==> config.mk <==
export PLATFORM = sky130hd
export DESIGN_NAME = pwm_led_array
export DESIGN_NICKNAME = d
export VERILOG_FILES = /design/src/rtl/pwm_led_array.sv
export SDC_FILE = /design/constraint.sdc
export NUM_CORES = 1
export LEC_CHECK = 0
export CAP_MARGIN = 20
export CORE_AREA = 2 2 109 69
export CTS_CLUSTER_DIAMETER = 150
export DETAILED_ROUTE_END_ITERATION = 12
export DIE_AREA = 0 0 111 71
export PLACE_DENSITY = 0.73
export SYNTH_ARGS = -nofsm -noshare
export SYNTH_HDL_FRONTEND = slang
export SYNTH_SLANG_ARGS = --single-unit
==> constraint.sdc <==
create_clock -name clk -period 3 [get_ports clk]
set_input_delay 0.6 -clock clk [delete_from_list [all_inputs] [get_ports clk]]
set_output_delay 0.6 -clock clk [all_outputs]
set_load 0.05 [all_outputs]
==> src/rtl/pwm_led_array.sv <==
// Multi-channel PWM LED driver: shared prescaled period counter, double-buffered duty registers.
// Define PWM_BREATHE_EN to add per-channel breathing (triangle ramp up to the shadow value).
module pwm_led_array #(
  parameter int unsigned WIDTH = 8,
  parameter int unsigned CH    = 4,
  parameter int unsigned PRESC = 1,
  parameter int unsigned STEP  = 1,
  localparam int unsigned SELW = (CH > 1) ? $clog2(CH) : 1
) (
  input  logic             clk,
  input  logic             rst,
  input  logic             duty_we,
  input  logic [SELW-1:0]  duty_sel,
  input  logic [WIDTH-1:0] duty_wdata,
  input  logic [CH-1:0]    breathe_en,
  output logic [CH-1:0]    led,
  output logic             period_start
);

  localparam int unsigned      PreW   = (PRESC > 1) ? $clog2(PRESC) : 1;
  localparam logic [PreW-1:0]  PreMax = PreW'(PRESC - 1);
  // Last counter value is 2**WIDTH-2, so a full-scale duty keeps the LED on for the whole period.
  localparam logic [WIDTH-1:0] CntMax = ~WIDTH'(1);

  logic [PreW-1:0]          pre_q, pre_d;
  logic [WIDTH-1:0]         cnt_q, cnt_d;
  logic [CH-1:0][WIDTH-1:0] shadow_q, shadow_d;
  logic [CH-1:0][WIDTH-1:0] active_q, active_d;
  logic [CH-1:0]            led_q, led_d;
  logic                     period_start_q, period_start_d;
  logic                     step, boundary;

  // Shared timebase.
  always_comb begin
    step           = (pre_q == PreMax);
    boundary       = step && (cnt_q == CntMax);
    pre_d          = step ? '0 : pre_q + PreW'(1);
    cnt_d          = cnt_q;
    if (step) begin
      cnt_d = (cnt_q == CntMax) ? '0 : cnt_q + WIDTH'(1);
    end
    period_start_d = step && (cnt_q == '0);
  end

  // Comparators and shadow writes; an out-of-range duty_sel matches no channel.
  always_comb begin
    led_d    = '0;
    shadow_d = shadow_q;
    for (int i = 0; i < CH; i++) begin
      led_d[i] = (cnt_q < active_q[i]);
      if (duty_we && (duty_sel == SELW'(i))) begin
        shadow_d[i] = duty_wdata;
      end
    end
  end

`ifdef PWM_BREATHE_EN
  localparam logic [WIDTH:0] StepW = (WIDTH + 1)'(STEP);

  logic [CH-1:0]         down_q, down_d;
  logic [CH-1:0][WIDTH:0] breathe_nxt;

  // Returns {down_next, active_next}; sums carry one extra bit so nothing wraps.
  function automatic logic [WIDTH:0] breathe_next(input logic [WIDTH-1:0] cur,
                                                  input logic [WIDTH-1:0] peak,
                                                  input logic             down);
    logic [WIDTH:0] cur_w, peak_w, sum_w, res;
    cur_w  = {1'b0, cur};
    peak_w = {1'b0, peak};
    sum_w  = cur_w + StepW;
    if (cur_w > peak_w) begin
      res = {1'b1, peak};
    end else if (!down) begin
      res = (sum_w >= peak_w) ? {1'b1, peak} : {1'b0, sum_w[WIDTH-1:0]};
    end else begin
      res = (cur_w <= StepW) ? {1'b0, WIDTH'(0)} : {1'b0, cur - StepW[WIDTH-1:0]};
    end
    return res;
  endfunction

  always_comb begin
    active_d    = active_q;
    down_d      = down_q;
    breathe_nxt = '0;
    for (int i = 0; i < CH; i++) begin
      breathe_nxt[i] = breathe_next(active_q[i], shadow_q[i], down_q[i]);
      if (boundary) begin
        if (breathe_en[i]) begin
          active_d[i] = breathe_nxt[i][WIDTH-1:0];
          down_d[i]   = breathe_nxt[i][WIDTH];
        end else begin
          // Leaving breathing mode: plain load, and the next ramp restarts upward.
          active_d[i] = shadow_q[i];
          down_d[i]   = 1'b0;
        end
      end
    end
  end

  always_ff @(posedge clk) begin
    if (rst) begin
      down_q <= '0;
    end else begin
      down_q <= down_d;
    end
  end
`else
  localparam int unsigned UnusedStep = STEP;
  logic unused_breathe_en;
  assign unused_breathe_en = ^breathe_en;

  always_comb begin
    active_d = active_q;
    if (boundary) begin
      active_d = shadow_q;
    end
  end
`endif

  always_ff @(posedge clk) begin
    if (rst) begin
      pre_q          <= '0;
      cnt_q          <= '0;
      shadow_q       <= '0;
      active_q       <= '0;
      led_q          <= '0;
      period_start_q <= 1'b0;
    end else begin
      pre_q          <= pre_d;
      cnt_q          <= cnt_d;
      shadow_q       <= shadow_d;
      active_q       <= active_d;
      led_q          <= led_d;
      period_start_q <= period_start_d;
    end
  end

  assign led          = led_q;
  assign period_start = period_start_q;

endmodule

==> out/qor.txt <==
TIMING
---------------------------------------------------------------------------------
Rel. slew slack                                                             0.620
Pins Over Slew Limit                                                            0
Skew final                                                             0.00375 ns
Clock period minus worst slack                                            2.09 ns
Max Clock Freq                                                          0.479 GHz
Final hold violation count                                                      0
Setup-failing EPs final                                                         0
Sum Neg Setup Slack                                                          0 ns
Ratio of final minimum period to clock period                               0.696
Measured slew at the worst slew-check pin                                0.556 ns
Setup repair after global routing missed its margin                            no

FINAL LAYOUT
---------------------------------------------------------------------------------
Share of the core filled with cells                                         0.597
Sequential standard cell area                                            1560 µm²
Fraction of final layout cells sized beyond drive strength 1               0.0584
Net count of the finished layout                                              454
# diodes                                                                        0
Highest-count cells in the layout ignoring fill and taps             78 x sky130_fd_sc_hd__dfxtp_1, 37 x sky130_fd_sc_hd__a21oi_1, 36 x sky130_fd_sc_hd__o21ai_0
Layout-stage area growth over the synthesis result                          13.5%
Multi-input combinational cell area                                      1820 µm²
Count of fill cells added during filler insertion                             619
Most common library cell in the layout ignoring fill and taps        sky130_fd_sc_hd__dfxtp_1

PLACEMENT
---------------------------------------------------------------------------------
IO Port Bufs                                                                   17
Final weighted congestion of routability-driven global placement            0.848
Sum of net half-perimeters after detailed placement                       5550 µm

FLOORPLAN
---------------------------------------------------------------------------------
Die Ht                                                                      71 µm
Std-Cell Rows                                                                  24
Die Area                                                                 7880 µm²
Initial core utilization                                                    0.527
Die X-Extent                                                               111 µm
I/O Pins                                                                       22
Core Area                                                                6940 µm²

SETUP PATH
---------------------------------------------------------------------------------
WP data arrival                                                           2.27 ns
Critical path class                                                       reg2reg
Category of the worst setup path launch point                           flip-flop
Required @ worst endpoint                                                 3.18 ns
Worst reg2reg setup slack                                                 0.91 ns
Critical-path maximum fanout                                                   11
Kind of end point of the critical path                                  flip-flop

YOSYS
---------------------------------------------------------------------------------
Distinct cells, synth                                                          41
Post-synthesis async set-or-reset flop share                                    0
Syn Area/Cell                                                            9.18 µm²
Number of instances in the synthesized netlist                                398
Seq/Total Area, Yosys                                                       0.428
Number of enable flip-flop cells after synthesis                                0
#FFs+latches synth                                                             78
Biggest area contributors in the synthesized netlist                 sky130_fd_sc_hd__dfxtp_1 43%, sky130_fd_sc_hd__ha_1 11%, sky130_fd_sc_hd__mux2i_1 9.0%, sky130_fd_sc_hd__a21oi_1 5.1%, sky130_fd_sc_hd__o21ai_0 4.9%
Largest area contributor in the synthesized netlist                  sky130_fd_sc_hd__dfxtp_1
Net Count, Synth                                                              446
Flip-flop cell with the highest count after synthesis                sky130_fd_sc_hd__dfxtp_1
Synthesis Warnings                                                              0
Post-Syn Area                                                            3650 µm²
Proportion of netlist area held by the largest area contributor             0.428

GLOBAL ROUTE
---------------------------------------------------------------------------------
Global-route usage over all layers                                          0.225
Via count of the first global-routing pass                                  2,805
Total gr overflow                                                               0
Largest net degree at the start of global routing                              35
Global-route wire length before repair                                  13,700 µm
Number of antenna violations at the first check in global routing               0

CLOCK NETWORK
---------------------------------------------------------------------------------
Source-to-sink clock delay at the later pin of the worst-skew pair        0.34 ns
Number of buffers inserted to repair setup after CTS                            0
Count of instances resized after the clock tree is built                        0
CTS Root Buffer Type                                                 sky130_fd_sc_hd__clkbuf_16
Number of buffers created by CTS                                                9
Register clock-pin slew on the reported worst setup and hold paths        0.06 ns
H-Tree Level Count                                                              3
CTS Hold Bufs                                                                   0
Buffer levels on the longest clock path                                         2
Clock net sink count                                                           78
Clock tree from TritonCTS                                                   built

ROUTING
---------------------------------------------------------------------------------
Number of detailed-routing iterations run before antenna repair                 4
Wire length per cell                                                      16.4 µm
Total vias in the final route                                               2,861
Remaining antenna violation count                                               0
Post-route DRC                                                                  0
Avg Vias per Cell                                                            5.70
Final routed wirelength across all metal layers                           8250 µm
Initial drt markers                                                           169

JOB
---------------------------------------------------------------------------------
Max-cap check violation count                                                   0

PWR
---------------------------------------------------------------------------------
Peak supply drop                                                           442 µV
P per Cell Area                                                        583 nW/µm²
Total power                                                               2.41 mW
Total leakage power                                                       1.61 nW

WORST HOLD PATH
---------------------------------------------------------------------------------
Path class of the lowest-slack min-delay path                             reg2reg

OUTCOME
---------------------------------------------------------------------------------
Result of the run                                                    complete, no violations

[cell families after synthesis]
group                    after synthesis  share of synthesized area
AO/OA/AOI/OAI                         93                      0.147
XOR/XNOR                               4                    0.00959
adder cells (fa/ha/maj)               31                      0.106
buffers and inverters                 58                     0.0747
flip-flops                            78                      0.428
multiplexers                          33                     0.0904
other                                  1                    0.00103
AND/OR/NAND/NOR                      100                      0.144
[synth_stat cells, drive strengths merged, types with 4 or more instances]
master,n
dfxtp,78
o211ai,4
buf,15
nor3,7
nor3b,5
inv,31
o21ai,36
ha,31
nor2,33
mux2i,33
a21oi,37
a2111oi,4
clkbuf,12
nand3,35
[per-stage QoR]
stage	setup WS, ns	hold slack, ns	area [µm²]	instances
after global routing	0.804	0.481	4140	502
after global placement	0.974	0.451	3830	486
final	0.911	0.467	4140	502
after CTS	0.926	0.467	4140	502
after floorplan	1.50	0.443	3650	398
after detailed placement	0.938	0.458	3830	486
[layer usage]
metal  share of wire  vias to the layer above  track usage  wire length (µm)
met5               0                        -            0                 0
met4           0.013                        0       0.0806               104
met3           0.044                       11       0.0660               361
met2            0.47                       41        0.367              3890
met1            0.47                     1389        0.288              3890
li1                -                     1420            -                 -
[critical path, stage by stage (launching register included)]
cell and delay (ns):
sky130_fd_sc_hd__dfxtp_1 0.63, sky130_fd_sc_hd__ha_1 0.33, sky130_fd_sc_hd__a211oi_1 0.23, sky130_fd_sc_hd__o21ai_0 0.14, sky130_fd_sc_hd__a2111oi_0 0.58
[final timing paths]
check | from | end | cells past startpoint
setup / recovery | cnt_q[3] | led[3] | 4
hold / removal | shadow_q[21] | active_q[21] | 2
setup reg to reg | cnt_q[3] | led[3] | 4
hold reg to reg | shadow_q[21] | active_q[21] | 2
[state kept, by name, indices dropped and copies added (netlist names)]
name / cells
active_q: 32
shadow_q: 32
cnt_q: 8
led: 4
period_start: 1
pre_q: 1
[area by class of cell]
class | instances | share of cell area
clock inverters | 4 | 0.0169
repair buffers | 24 | 0.0525
well taps | 91 | 0.0275
multi-input cells | 262 | 0.439
clock buffers | 12 | 0.0595
inverters | 31 | 0.0281
flip-flops and latches | 78 | 0.377
[power by group]
part / switching, mW / leakage [nW] / internal (mW)
sequential: 0.0252 / 0.632 / 1.06
clock: 0.411 / 0.157 / 0.748
combinational: 0.0941 / 0.820 / 0.0737
total: 0.530 / 1.61 / 1.88
(Power assumes the default switching activity.)
==> patch 1: new RTL, same settings <==
`CH`: 4 -> 8.
--- a/src/rtl/pwm_led_array.sv
+++ b/src/rtl/pwm_led_array.sv
@@ -2,7 +2,7 @@
 // Define PWM_BREATHE_EN to add per-channel breathing (triangle ramp up to the shadow value).
 module pwm_led_array #(
   parameter int unsigned WIDTH = 8,
-  parameter int unsigned CH    = 4,
+  parameter int unsigned CH    = 8,
   parameter int unsigned PRESC = 1,
   parameter int unsigned STEP  = 1,
   localparam int unsigned SELW = (CH > 1) ? $clog2(CH) : 1
Ports: changed (resized breathe_en, duty_sel and led); port bits go from 22 to 31. The function was not compared with the original's and may differ.
==> patch 1 against the original RTL <==
  * The flow now stops in 3_1_place_gp_skip_io
  * Synthesized area grew 89%
==> patch 1: results (changes against the original RTL) <==
* Outcome: stopped before the end (was completed)
* Last stage reached: 3_1_place_gp_skip_io
* First Err: [ERROR GPL-0301] Utilization 109.560 % exceeds 100%.
* Seq cells post-synth at 146 (was 78)
* Syn Nets at 884 (was 446)
* Top FF cell, synth: dfxtp_1 (unchanged)
* Synth top cells by count: dfxtp_1, a21oi_1, nand2_1 (was dfxtp_1, a21oi_1, o21ai_0)
* Yosys warns at 0 (unchanged)
* Sequential area share after synthesis at 42.4% (was 42.8%)
* Top cells by area, synth: dfxtp_1, ha_1, a21oi_1 (was dfxtp_1, ha_1, mux2i_1)
* Cells after Synth at 803 (was 398)
* Synth async-reset ratio at 0% (unchanged)
* Die width at 111 µm (unchanged)
* Post-synth cell types at 38 (was 41)
patch 1: logic make-up after synthesis:
| family | count (synthesis) | synth area share, % |
|---|---|---|
| AO/OA/AOI/OAI | 221 | 17.9 |
| other | 1 | 0.0544 |
| adder cells (fa/ha/maj) | 59 | 10.7 |
| flip-flops | 146 | 42.4 |
| buffers and inverters | 127 | 8.34 |
| AND/OR/NAND/NOR | 219 | 16.2 |
| multiplexers | 26 | 3.78 |
| XOR/XNOR | 4 | 0.509 |
==> patch 2: new RTL, same settings <==
Without the edit above. Register the output `led` once more, cleared by the reset; this adds one clock of latency there. The other outputs are not delayed to match.
--- a/src/rtl/pwm_led_array.sv
+++ b/src/rtl/pwm_led_array.sv
@@ -135,7 +135,13 @@
     end
   end
 
-  assign led          = led_q;
+  always_ff @(posedge clk) begin
+    if (rst) begin
+      led <= '0;
+    end else begin
+      led <= led_q;
+    end
+  end
   assign period_start = period_start_q;
 
 endmodule
Behaviour: same outputs for any inputs over 10 cycles, from zero or initial values and one cycle with rst high; that may be too few to reach the edited logic, so the function may still have changed.
==> patch 2 against the original RTL <==
  * Total power down 0.40%
  * Non-clock buffer count is the same
  * Worst setup slack worse by 0.12 ns
  * Clock power shrank 5%
  * Sequential cell count increased by 4
  * Routed wire length fell by 1.2%
  * Design area is 2.2% higher
  * Synthesized area up 3.2%
==> patch 2: results (changes against the original RTL) <==
* Hold endpoint: led[0] (was active_q[21])
* Dpl cells at 494 (was 486)
* R2r worst-path depth at 5 (was 4)
* Gpl congestion at 0.874 (was 0.848)
* Hold path depth at 1 (was 2)
* Buffer share of cell area at 5.14% (was 5.25%)
* GR Util met3 at 5.91% (was 6.60%)
* Layout cell share with drive strength beyond 1 at 5.73% (was 5.84%)
* Seq cells post-synth at 82 (was 78)
* Switching pwr at 0.525 mW (was 0.530 mW)
* Avg Inst Size Synth at 9.26 µm² (was 9.18 µm²)
* CP peak stage delay at 0.56 ns (was 0.63 ns)
* Met1 usage at 30.3% (was 28.8%)
* Clock buf count at 14 (was 12)
* Starting DRT DRC Count at 211 (was 169)
* Outcome: completed (unchanged)
* Critical path arrival at 2.42 ns (was 2.27 ns)
* Hold_ws at 0.435 ns (was 0.467 ns)
* Setup slack at placement at 0.803 ns (was 0.938 ns)
* Number of fillers in the final layout at 578 (was 619)
* Fmax at 454 MHz (was 479 MHz)
* Normalized max-slew margin at 56.5% (was 62.0%)
* Clock Power at 1.10 mW (was 1.16 mW)
* FF-to-FF End: active_q[1] (was led[3])
* RR Startpoint: cnt_q[1] (was cnt_q[3])
* Max Fanout on Critical Path at 18 (was 11)
* Routed wire length at 8150 µm (was 8250 µm)
* Post-synth cell types at 42 (was 41)
* Ant. Diodes at 0 (unchanged)
* Global Route Usage Sum at 22.1% (was 22.5%)
* Reg-to-reg setup timing slack at 0.79 ns (was 0.91 ns)
* Logic pwr share at 6.6% (was 7.0%)
* Max VDD drop at 0.417 mV (was 0.442 mV)
* Clock skew at 0.00447 ns (was 0.00375 ns)
* Area delta synth->final at 12.4% (was 13.5%)
* Sequential area share after synthesis at 43.6% (was 42.8%)
* Drt via density at 5.64 (was 5.70)
* Vias in the first global route at 2,674 (was 2,805)
* Flip-flop and latch area at 1640 µm² (was 1560 µm²)
* Worst setup startpoint: cnt_q[1] (was cnt_q[3])
* Met2 Resource Use GR at 34.8% (was 36.7%)
* Total number of vias at 2,876 (was 2,861)
* Total power at 2.41 mW (about the same)
* Top cells by area, synth: dfxtp_1, ha_1, mux2i_1 (unchanged)
* Port Buffers at 17 (unchanged)
* Post-DP Area at 3940 µm² (was 3830 µm²)
* Clk tree area frac at 7.06% (was 7.64%)
* CTS root buffer: clkbuf_16 (unchanged)
* Syn Nets at 455 (was 446)
* Hold Path Origin: led_q[0] (was shadow_q[21])
* Lkg Pwr at 1.64 nW (was 1.61 nW)
* TritonRoute pass-1 iters at 5 (was 4)
* Multi-input gate area at 1850 µm² (was 1820 µm²)
* End of the critical path: active_q[1] (was led[3])
* #MultiIn Comb at 266 (was 262)
* Synth top cells by count: dfxtp_1, a21oi_1, o21ai_0 (unchanged)
* First-pass GRT wire length at 13,500 µm (was 13,700 µm)
* Hpwl dp at 5510 µm (was 5550 µm)
## patch 2: cell types whose count changed after synthesis, sizes merged
cell / change
dfxtp: +4
nor2b: +4
buf: +1
## patch 2: worst max-delay path, delay by kind of cell (launching register included)
family | cells | cell delay (ns)
flops | 1 | 0.56
fa+ha+maj | 1 | 0.24
compound gates | 2 | 0.32
buf+inv | 1 | 0.43
simple gates | 1 | 0.53
## patch 2: cell families (layout without fill, tap and decap cells)
kind of cell | after synthesis | in the layout | synth area share (%)
AOI/OAI and AO/OA | 93 | 93 | 14.2
xor gates and xnor gates | 4 | 4 | 0.930
adders and majority gates | 31 | 31 | 10.3
buffers and inverters | 59 | 71 | 7.40
DFF | 82 | 82 | 43.6
muxes | 33 | 33 | 8.77
other | 1 | 1 | 0.0995
and+or+nand+nor | 104 | 104 | 14.7
## patch 2: metal layers
metal,vias up,wire [µm]
li1,1440,-
met1,1380,3960
met2,47,3730
met3,9,370
met4,0,93
met5,-,0
